--- src/rtl/elevator_pkg.sv ---
// Shared types and default sizes for the single-car elevator scheduler.
package elevator_pkg;

  localparam int N_FLOORS_DEF   = 5;
  localparam int FLOOR_W_DEF    = 3;
  localparam int DOOR_TICKS_DEF = 3;

  typedef enum logic [1:0] {
    NONE = 2'b00,
    UP   = 2'b01,
    DN   = 2'b10
  } dir_t;

  typedef enum logic [1:0] {
    IDLE = 2'b00,
    MOVE = 2'b01,
    DOOR = 2'b10
  } state_t;

endpackage

--- src/rtl/elevator_look_scheduler_door_dwell_timer.sv ---
// Door dwell timer: counts tick pulses after start, pulses done on the last one.
module door_dwell_timer
  import elevator_pkg::*;
#(
  parameter int DOOR_TICKS = DOOR_TICKS_DEF
) (
  input  logic clk,
  input  logic rst,
  input  logic start,
  input  logic tick,
  output logic done
);

  localparam int CW = (DOOR_TICKS > 1) ? $clog2(DOOR_TICKS) : 1;

  logic [CW-1:0] cnt;
  logic          active;
  logic          last;

  assign last = (cnt == CW'(DOOR_TICKS - 1));

  // a (re)start in the same cycle as the final tick keeps the door open
  assign done = active && tick && last && !start;

  always_ff @(posedge clk) begin
    if (rst) begin
      cnt    <= '0;
      active <= 1'b0;
    end else if (start) begin
      cnt    <= '0;
      active <= 1'b1;
    end else if (active && tick) begin
      if (last) begin
        active <= 1'b0;
      end else begin
        cnt <= cnt + CW'(1);
      end
    end
  end

endmodule

--- src/rtl/elevator_look_scheduler.sv ---
// LOOK request scheduler: latches hall/car calls, issues one-floor moves,
// and holds the door open for a tick-counted dwell at each stop.
module elevator_look_scheduler
  import elevator_pkg::*;
#(
  parameter int N_FLOORS   = N_FLOORS_DEF,
  parameter int FLOOR_W    = FLOOR_W_DEF,
  parameter int DOOR_TICKS = DOOR_TICKS_DEF
) (
  input  logic                clk,
  input  logic                rst,
  input  logic                tick,
  input  logic [N_FLOORS-1:0] hall_up_req,
  input  logic [N_FLOORS-1:0] hall_dn_req,
  input  logic [N_FLOORS-1:0] car_req,
  output logic                move_req,
  output logic                move_up,
  input  logic                move_ack,
  output logic [FLOOR_W-1:0]  cur_floor,
  output logic                door_open,
  output logic                busy,
  output logic [N_FLOORS-1:0] hall_pending,
  output logic [N_FLOORS-1:0] car_pending,
  output logic [1:0]          dir_state
);

  localparam logic [FLOOR_W-1:0]  TOP   = FLOOR_W'(N_FLOORS - 1);
  localparam logic [N_FLOORS-1:0] UP_OK = {1'b0, {(N_FLOORS-1){1'b1}}};
  localparam logic [N_FLOORS-1:0] DN_OK = {{(N_FLOORS-1){1'b1}}, 1'b0};

  state_t state;
  dir_t   dir;

  logic [N_FLOORS-1:0] hall_up;
  logic [N_FLOORS-1:0] hall_dn;
  logic [N_FLOORS-1:0] car_p;
  logic [N_FLOORS-1:0] pend;
  logic [N_FLOORS-1:0] up_in;
  logic [N_FLOORS-1:0] dn_in;
  logic [N_FLOORS-1:0] here;
  logic [N_FLOORS-1:0] above;
  logic [N_FLOORS-1:0] below;
  logic [N_FLOORS-1:0] lat_mask;
  logic [N_FLOORS-1:0] clr_mask;
  logic [FLOOR_W-1:0]  up_dist;
  logic [FLOOR_W-1:0]  dn_dist;

  logic any_here;
  logic any_above;
  logic any_below;
  logic near_up;
  logic beyond;
  logic same_hall;
  logic opp_hall;
  logic stop_here;
  logic press_here;
  logic door_enter;
  logic restart;
  logic dwell_done;
  logic ahead;
  logic behind;

  assign up_in = hall_up_req & UP_OK;
  assign dn_in = hall_dn_req & DN_OK;
  assign pend  = hall_up | hall_dn | car_p;

  // floor masks relative to the car, plus distance to nearest call each way
  always_comb begin
    here    = '0;
    above   = '0;
    below   = '0;
    up_dist = '0;
    dn_dist = '0;
    for (int i = N_FLOORS - 1; i >= 0; i--) begin
      here[i]  = (FLOOR_W'(i) == cur_floor);
      above[i] = (FLOOR_W'(i) > cur_floor);
      below[i] = (FLOOR_W'(i) < cur_floor);
      if (pend[i] && above[i]) begin
        up_dist = FLOOR_W'(i) - cur_floor;
      end
    end
    for (int i = 0; i < N_FLOORS; i++) begin
      if (pend[i] && below[i]) begin
        dn_dist = cur_floor - FLOOR_W'(i);
      end
    end
  end

  assign any_here  = |(pend & here);
  assign any_above = |(pend & above);
  assign any_below = |(pend & below);
  assign near_up   = any_above && (!any_below || (up_dist <= dn_dist));

  assign beyond    = (dir == UP) ? any_above : any_below;
  assign same_hall = (dir == UP) ? |(hall_up & here) : |(hall_dn & here);
  assign opp_hall  = (dir == UP) ? |(hall_dn & here) : |(hall_up & here);

  assign stop_here = |(car_p & here) || same_hall ||
                     (opp_hall && !beyond) ||
                     (cur_floor == '0) || (cur_floor == TOP);

  assign ahead  = ((dir == UP) && any_above) || ((dir == DN) && any_below);
  assign behind = ((dir == UP) && any_below) || ((dir == DN) && any_above);

  assign door_enter = ((state == IDLE) && any_here) ||
                      ((state == MOVE) && !move_req && stop_here);

  assign press_here = |((up_in | dn_in | car_req) & here);
  assign restart    = (state == DOOR) && press_here;

  // calls at the open door only restart the dwell; entry clears the floor
  assign lat_mask = (state == DOOR) ? ~here : '1;
  assign clr_mask = door_enter ? here : '0;

  door_dwell_timer #(
    .DOOR_TICKS(DOOR_TICKS)
  ) u_dwell (
    .clk  (clk),
    .rst  (rst),
    .start(door_enter | restart),
    .tick (tick),
    .done (dwell_done)
  );

  always_ff @(posedge clk) begin
    if (rst) begin
      state     <= IDLE;
      dir       <= NONE;
      cur_floor <= '0;
      hall_up   <= '0;
      hall_dn   <= '0;
      car_p     <= '0;
      move_req  <= 1'b0;
      move_up   <= 1'b0;
    end else begin
      hall_up <= (hall_up | (up_in & lat_mask)) & ~clr_mask;
      hall_dn <= (hall_dn | (dn_in & lat_mask)) & ~clr_mask;
      car_p   <= (car_p | (car_req & lat_mask)) & ~clr_mask;
      unique case (state)
        IDLE: begin
          if (door_enter) begin
            state <= DOOR;
          end else if (any_above || any_below) begin
            state    <= MOVE;
            move_req <= 1'b1;
            move_up  <= near_up;
            dir      <= near_up ? UP : DN;
          end else begin
            dir <= NONE;
          end
        end
        MOVE: begin
          if (move_req) begin
            if (move_ack) begin
              move_req  <= 1'b0;
              cur_floor <= move_up ? cur_floor + FLOOR_W'(1)
                                   : cur_floor - FLOOR_W'(1);
            end
          end else if (door_enter) begin
            state <= DOOR;
          end else begin
            move_req <= 1'b1;
          end
        end
        DOOR: begin
          if (dwell_done) begin
            if (ahead) begin
              state    <= MOVE;
              move_req <= 1'b1;
              move_up  <= (dir == UP);
            end else if (behind) begin
              state    <= MOVE;
              move_req <= 1'b1;
              move_up  <= (dir == DN);
              dir      <= (dir == UP) ? DN : UP;
            end else begin
              state <= IDLE;
              dir   <= NONE;
            end
          end
        end
        default: begin
          state    <= IDLE;
          dir      <= NONE;
          move_req <= 1'b0;
        end
      endcase
    end
  end

  assign door_open    = (state == DOOR);
  assign busy         = (state != IDLE);
  assign hall_pending = hall_up | hall_dn;
  assign car_pending  = car_p;
  assign dir_state    = dir;

endmodule

--- config.mk ---
export PLATFORM = sky130hd
export DESIGN_NAME = elevator_look_scheduler
export DESIGN_NICKNAME = d
export VERILOG_FILES = /design/src/rtl/elevator_pkg.sv /design/src/rtl/elevator_look_scheduler_door_dwell_timer.sv /design/src/rtl/elevator_look_scheduler.sv
export SDC_FILE = /design/constraint.sdc
export NUM_CORES = 1
export LEC_CHECK = 0
export ABC_AREA = 1
export BUFFER_PORTS_ARGS = -buffer_cell sky130_fd_sc_hd__clkbuf_2
export CAP_MARGIN = 20
export CORE_MARGIN = 8
export CORE_UTILIZATION = 40
export CTS_BUF_LIST = sky130_fd_sc_hd__clkbuf_8
export DETAILED_ROUTE_END_ITERATION = 8
export PLACE_DENSITY_LB_ADDON = 0.25
export SYNTH_ARGS = -nofsm -noshare
export SYNTH_HDL_FRONTEND = slang
export SYNTH_SLANG_ARGS = --single-unit
--- constraint.sdc ---
create_clock -name clk -period 4.5 [get_ports clk]
set_input_delay 1.125 -clock clk [delete_from_list [all_inputs] [get_ports clk]]
set_output_delay 1.125 -clock clk [all_outputs]
set_load 0.03 [all_outputs]
==> results_dict.tcl, run 1 <==
set metrics [dict create \
    period_needed_ns 3.405 \
    utilization_pct 46.86 \
    die_w_um 87.01 \
    finalSetupViolCount 0 \
    clockBufferDepth 2 \
    maxSlewHeadroom_pct 70.31 \
    synthFlopType "dfxtp_1" \
    grt_pass1_vias 2097 \
    die_h_um 87.01 \
    p_sw_uw 613.2 \
    grt_pass1_wl_um 9211 \
    design_area_um2 2332 \
    cp_max_fo 10 \
    hold_path.class "register to register" \
    drt-initial-drc-count 181 \
    n_antenna_cell 0 \
    drt-vias-per-instance 4.975 \
    ys_ff_latch 27 \
    run_status "finished, final reports clean" \
    drive_gt1_share_pct 16.02 \
    synth_async_sr_flop_share_pct 0 \
    cp-startpoint "cur_floor[0]" \
    cts-root-buf "clkbuf_8" \
    ys_seq_area_share_pct 26.80 \
    nNetsFinal 395 \
    ctsResizeCount 0 \
    fin_setup_tns_ns 0 \
    syn_avg_cell_area_um2 6.225 \
    post-route-worst-setup-slack_ns 1.095 \
    pwr-share-clk_pct 12.2 \
    port-buffer-count 35 \
    rr_startpoint "cur_floor[0]" \
    grtUsageTotal_pct 14.69 \
    power_mw 1.204 \
    cp.required_ns 4.68 \
    vias 2149 \
    post-cts-setup-buffers 0 \
    post-dp-hpwl_um 4136 \
    synth-edff-count 0 \
    clock_latency_ns 0.28 \
    drt-pass1-iter-count 4 \
    pwr-share-seq_pct 27.6 \
    area_delta_synth_final_pct 15.63 \
    htreeDepth 1 \
    cts_buffers 3 \
    max_freq_mhz 293.7 \
    arrival_ns 3.59 \
    pin_count 38 \
    rows 26 \
    synth_top_cell_area_share_pct 26.80 \
    gp_congestion 0.8533 \
    grt_max_degree 17 \
    drt-wirelength-per-cell_um 12.18 \
    ant_nets 0 \
    fill_cells 530 \
    start_util_pct 40.52 \
    synth_warnings 0 \
    syn_inst 324 \
    cts_sinks 27 \
    grt.overflow.total 0 \
    cts.reportedPaths.clkPinSlew_ns 0.10 \
    hold_buffers 0 \
    antenna_found_initial 0 \
    finalClockSkew_ns 0.004347 \
    synth.distinct_cells 31 \
    routed_wl_um 5263 \
    endpoint_kind "register" \
    combPwrFrac_pct 60.2 \
    tightest_slew_ns 0.4416 \
    place_area_um2 2283 \
    p_leak_nw 1.146 \
    switching_share_pct 50.95 \
    core_um2 4977 \
    cts_tree "yes" \
    drv_slew 0 \
    power.internal_uw 590.4 \
    powerDensity_nw_per_um2 516.1 \
    crit_path_start_kind "register" \
    finalCritPeriodShare_pct 75.67 \
    maxCapViolCount 0 \
    hold_start "hall_up[4]" \
    synth_top_area_cell "dfxtp_1" \
    rsz0062_at_grt "false" \
    syn-cell-area_um2 2017 \
    synth_nets 356 \
    drc 0 \
    hold_violations 0 \
    die-area_um2 7571 \
    path_class "register to register" \
    place_ws_ns 1.192 \
    peakVddDrop_mv 0.2237 \
    ys_top_cells_by_area "dfxtp_1 (27%), nand2_1 (13%), inv_1 (8.9%)" \
]
-- metal layers --
layer,global-route usage [%],part of all wire [%]
met5,0,0
met4,3.912,1.2
met3,2.075,5.1
met2,24.22,45
met1,19.33,49
-- cells in the mapped netlist (2+ instances only) --
master and count:
dfxtp_1 27, nand3b_1 2, xor2_1 3, o221ai_1 2, nor2_2 4, a31oi_1 2, a21oi_1 33, o21ai_0 26
clkbuf_1 2, o22ai_1 3, o21ai_1 2, ha_1 13, nor2_1 45, o31ai_1 2, nor3_1 5, nand2_1 69
nand3_1 12, inv_2 3, o211ai_1 4, nand2_2 5, nand3_2 3, inv_1 48
-- critical path, stage by stage (launching register included) --
cell and delay [ns]:
dfxtp_1 0.53, inv_2 0.17, ha_1 0.26, ha_1 0.25
inv_1 0.11, nand3_1 0.12, nor2_1 0.18, nand2_1 0.08
o221ai_1 0.14, o21ai_0 0.11, a21oi_1 0.18, ha_1 0.28
a21oi_1 0.13, o21ai_0 0.10, a31oi_1 0.27, nor2_1 0.07
a21oi_1 0.14, nand3_1 0.09, nand2_1 0.07, nor2_1 0.04
-- sequential cells by signal, summed over array words and instances, names as in the netlist --
| signal | count |
|---|---|
| u_dwell.active | 1 |
| dir_state | 2 |
| move_up | 1 |
| cur_floor | 3 |
| car_pending | 5 |
| state | 2 |
| hall_up | 5 |
| u_dwell.cnt | 2 |
| move_req | 1 |
| hall_dn | 5 |
-- stage by stage --
| step | std cells | hold WS (ns) |
|---|---|---|
| floorplan | 324 | 0.4435 |
| global placement | 428 | 0.4684 |
| detailed placement | 428 | 0.4733 |
| CTS | 432 | 0.4876 |
| global route | 432 | 0.5100 |
| finish | 432 | 0.4843 |
-- area by class of cell --
| cell class | instances | area (um2) | share of cell area (%) |
|---|---|---|---|
| clock inverters | 1 | 7.507 | 0.3219 |
| clock buffers | 3 | 41.29 | 1.770 |
| multi-input cells | 243 | 1274 | 54.61 |
| flip-flops and latches | 27 | 540.5 | 23.18 |
| repair buffers | 37 | 190.2 | 8.154 |
| inverters | 51 | 191.4 | 8.208 |
| well taps | 70 | 87.58 | 3.755 |
-- power by group through the flow --
stage	Combinational, mW	Clock (mW)	Sequential, mW
floorplan	0.507	0	0.375
global placement	0.712	0	0.336
detailed placement	0.721	0	0.337
CTS	0.724	0.155	0.332
global route	0.832	0.162	0.339
finish	0.724	0.147	0.332
-- path summary, 6_finish.rpt --
kind                                endpoint  slack, ns  cells after the start
worst min register to register    hall_up[4]       0.48                      2
worst max register to register  dir_state[1]       1.09                     19
worst max-delay path            dir_state[1]       1.09                     19
worst min-delay path              hall_up[4]       0.48                      2
-- cells by family after synthesis --
| kind of cell | share of synthesized area, % |
|---|---|
| compound gates | 21.46 |
| xor+xnor | 1.737 |
| buf+inv | 10.05 |
| fa+ha+maj | 8.065 |
| flops | 26.80 |
| simple gates | 31.89 |
-- cells in the final DEF (no fill, tap or decap), types with 2 or more instances in the layout --
master	instances
nand2_1	69
inv_1	48
nor2_1	45
clkbuf_2	35
a21oi_1	33
dfxtp_1	27
o21ai_0	26
ha_1	13
nand3_1	12
nand2_2	5
nor3_1	5
nor2_2	4
o211ai_1	4
inv_2	3
o22ai_1	3
nand3_2	3
xor2_1	3
clkbuf_8	3
nand3b_1	2
o221ai_1	2
o31ai_1	2
o21ai_1	2
a31oi_1	2
buf_4	2
(Power assumes the default switching activity.)
==> inputs of run 2 (changes only) <==
clock period = 3.2 ns   (was 4.5 ns; I/O delays follow)
==> results_dict.tcl, run 2 (synthesis results as in run 1) <==
set metrics [dict create \
    cp.required_ns 3.39 \
    endpoint_kind "register" \
    grt.overflow.total 0 \
    drt-wirelength-per-cell_um 12.42 \
    fill_cells 534 \
    period_needed_ns 2.861 \
    path_class "register to register" \
    run_status "finished, final reports clean" \
    peakVddDrop_mv 0.3075 \
    cp_common_cell "a21oi_1" \
    crit_family "compound AO/OA/AOI/OAI gates" \
    cp_num_cells 19 \
    hold_start "hall_up[4]" \
    htreeDepth 1 \
    grt_pass1_vias 2042 \
    start_util_pct 40.52 \
    core_um2 4977 \
    drt-pass1-iter-count 4 \
    grtUsageTotal_pct 14.78 \
    power_mw 1.716 \
    rr_startpoint "cur_floor[1]" \
    area_delta_synth_final_pct 18.18 \
    nNetsFinal 400 \
    arrival_ns 3.05 \
    r2r_slack_ns 0.34 \
    crit_path_end "dir_state[1]" \
    cts-root-buf "clkbuf_8" \
    slowest_delay_ns 0.35 \
    grt_max_degree 17 \
    antenna_found_initial 0 \
    r2r_cells 19 \
    drc 0 \
    drt-initial-drc-count 123 \
    hold_buffers 0 \
    rows 26 \
    maxSlewHeadroom_pct 65.05 \
    layout_common_cells "nand2_1 (69), inv_1 (47), nor2_1 (44)" \
    die_h_um 87.01 \
    utilization_pct 47.89 \
    finalSetupViolCount 0 \
    port-buffer-count 35 \
    post-dp-hpwl_um 4272 \
    ant_nets 0 \
    cts_tree "yes" \
    register_area_um2 544.3 \
    p_leak_nw 1.177 \
    drive_gt1_share_pct 19.07 \
    drt-vias-per-instance 5.073 \
    layout_commonest_cell "nand2_1" \
    clockBufferDepth 2 \
    n_antenna_cell 0 \
    finalCritPeriodShare_pct 89.39 \
    cts.reportedPaths.clkPinSlew_ns 0.11 \
    max_freq_mhz 349.6 \
    fin_setup_tns_ns 0 \
    critPathSlowestCell "dfxtp_2" \
    layout.cells.non_filler 437 \
    cp_max_fo 5 \
    grt_pass1_wl_um 9163 \
    gp_congestion 0.8894 \
    numPlacedInstances 432 \
    hold_path.class "register to register" \
    path_buf_inv 2 \
    crit_path_start_kind "register" \
    pin_count 38 \
    rr_endpoint "dir_state[1]" \
    multi_input_area_um2 1284 \
    routed_wl_um 5428 \
    die-area_um2 7571 \
    drv_slew 0 \
    vias 2217 \
    die_w_um 87.01 \
    tightest_slew_ns 0.5236 \
    cts_buffers 3 \
    rsz0062_at_grt "false" \
    post-route-worst-setup-slack_ns 0.3394 \
    powerDensity_nw_per_um2 719.9 \
    cts_sinks 27 \
    worstPathCellList "inv_2 -> ha_2 -> ha_1 -> inv_1 -> nand3_2 -> nor2_2 -> nand2_1 -> o221ai_1 -> o21ai_1 -> a21oi_1 -> ha_1 -> a21oi_1 -> o21ai_1 -> a31oi_1 -> nor2_1 -> a21oi_1 -> nand3_1 -> nand2_1 -> nor2_1" \
    hold_violations 0 \
    finalClockSkew_ns 0.004406 \
    cp-startpoint "cur_floor[1]" \
    maxCapViolCount 0 \
    clock_latency_ns 0.28 \
    place_ws_ns 0.2389 \
]
-- run 2: changes by cell type in the layout (fill, tap and decap cells not counted), sizes merged --
cell and delta:
buf +5
-- run 2: through the flow --
step / instance area (um2) / hold WS (ns)
final: 2384 / 0.4858
after global placement: 2315 / 0.4702
after global routing: 2384 / 0.5244
after CTS: 2364 / 0.4883
after detailed placement: 2315 / 0.4728
after floorplan: 2018 / 0.4435
-- run 2: worst register-to-register path, stage by stage (launching register included) --
cell and delay (ns):
dfxtp_2 0.35, inv_2 0.06, ha_2 0.18, ha_1 0.20, inv_1 0.10, nand3_2 0.10, nor2_2 0.15, nand2_1 0.06
o221ai_1 0.14, o21ai_1 0.09, a21oi_1 0.17, ha_1 0.28, a21oi_1 0.14, o21ai_1 0.08, a31oi_1 0.26, nor2_1 0.07
a21oi_1 0.13, nand3_1 0.09, nand2_1 0.07, nor2_1 0.04
-- run 2: how the worst min path moves through the flow --
stage,endpoint,slack (ns),depth (start not counted)
final,hall_up[4],0.49,2
after global routing,hall_up[4],0.52,2
after detailed placement,hall_up[4],0.47,2
after global placement,hall_dn[0],0.47,2
after floorplan,hall_up[4],0.44,2
after CTS,hall_up[4],0.49,2
-- run 2: per-layer routing --
metal	vias to the layer above	share of wire (%)	GRT usage (%)
met3	6	5.0	2.736
met1	1010	48	18.77
li1	1144	-	-
met5	-	0	0
met2	57	45	24.36
met4	0	1.4	4.851
-- run 2: repair_timing --
item / in CTS / in global routing
gates resized for setup: 0 / 8
endpoints found under the setup margin: 0 / 3
setup buffers: 0 / 1
-- run 2: where the power goes --
group / leakage (nW) / switching (mW) / internal [mW]
Sequential: 0.225 / 0.0580 / 0.405
Combinational: 0.930 / 0.692 / 0.350
Clock: 0.0217 / 0.122 / 0.0887
-- run 2: area by class of cell --
type                            instances  area share, %
Sequential cell                        27          22.83
Clock buffer                            3          1.732
Inverter                               51          8.031
Multi-Input combinational cell        243          53.86
Tap cell                               70          3.675
Clock inverter                          1         0.3150
Timing Repair Buffer                   42          9.554
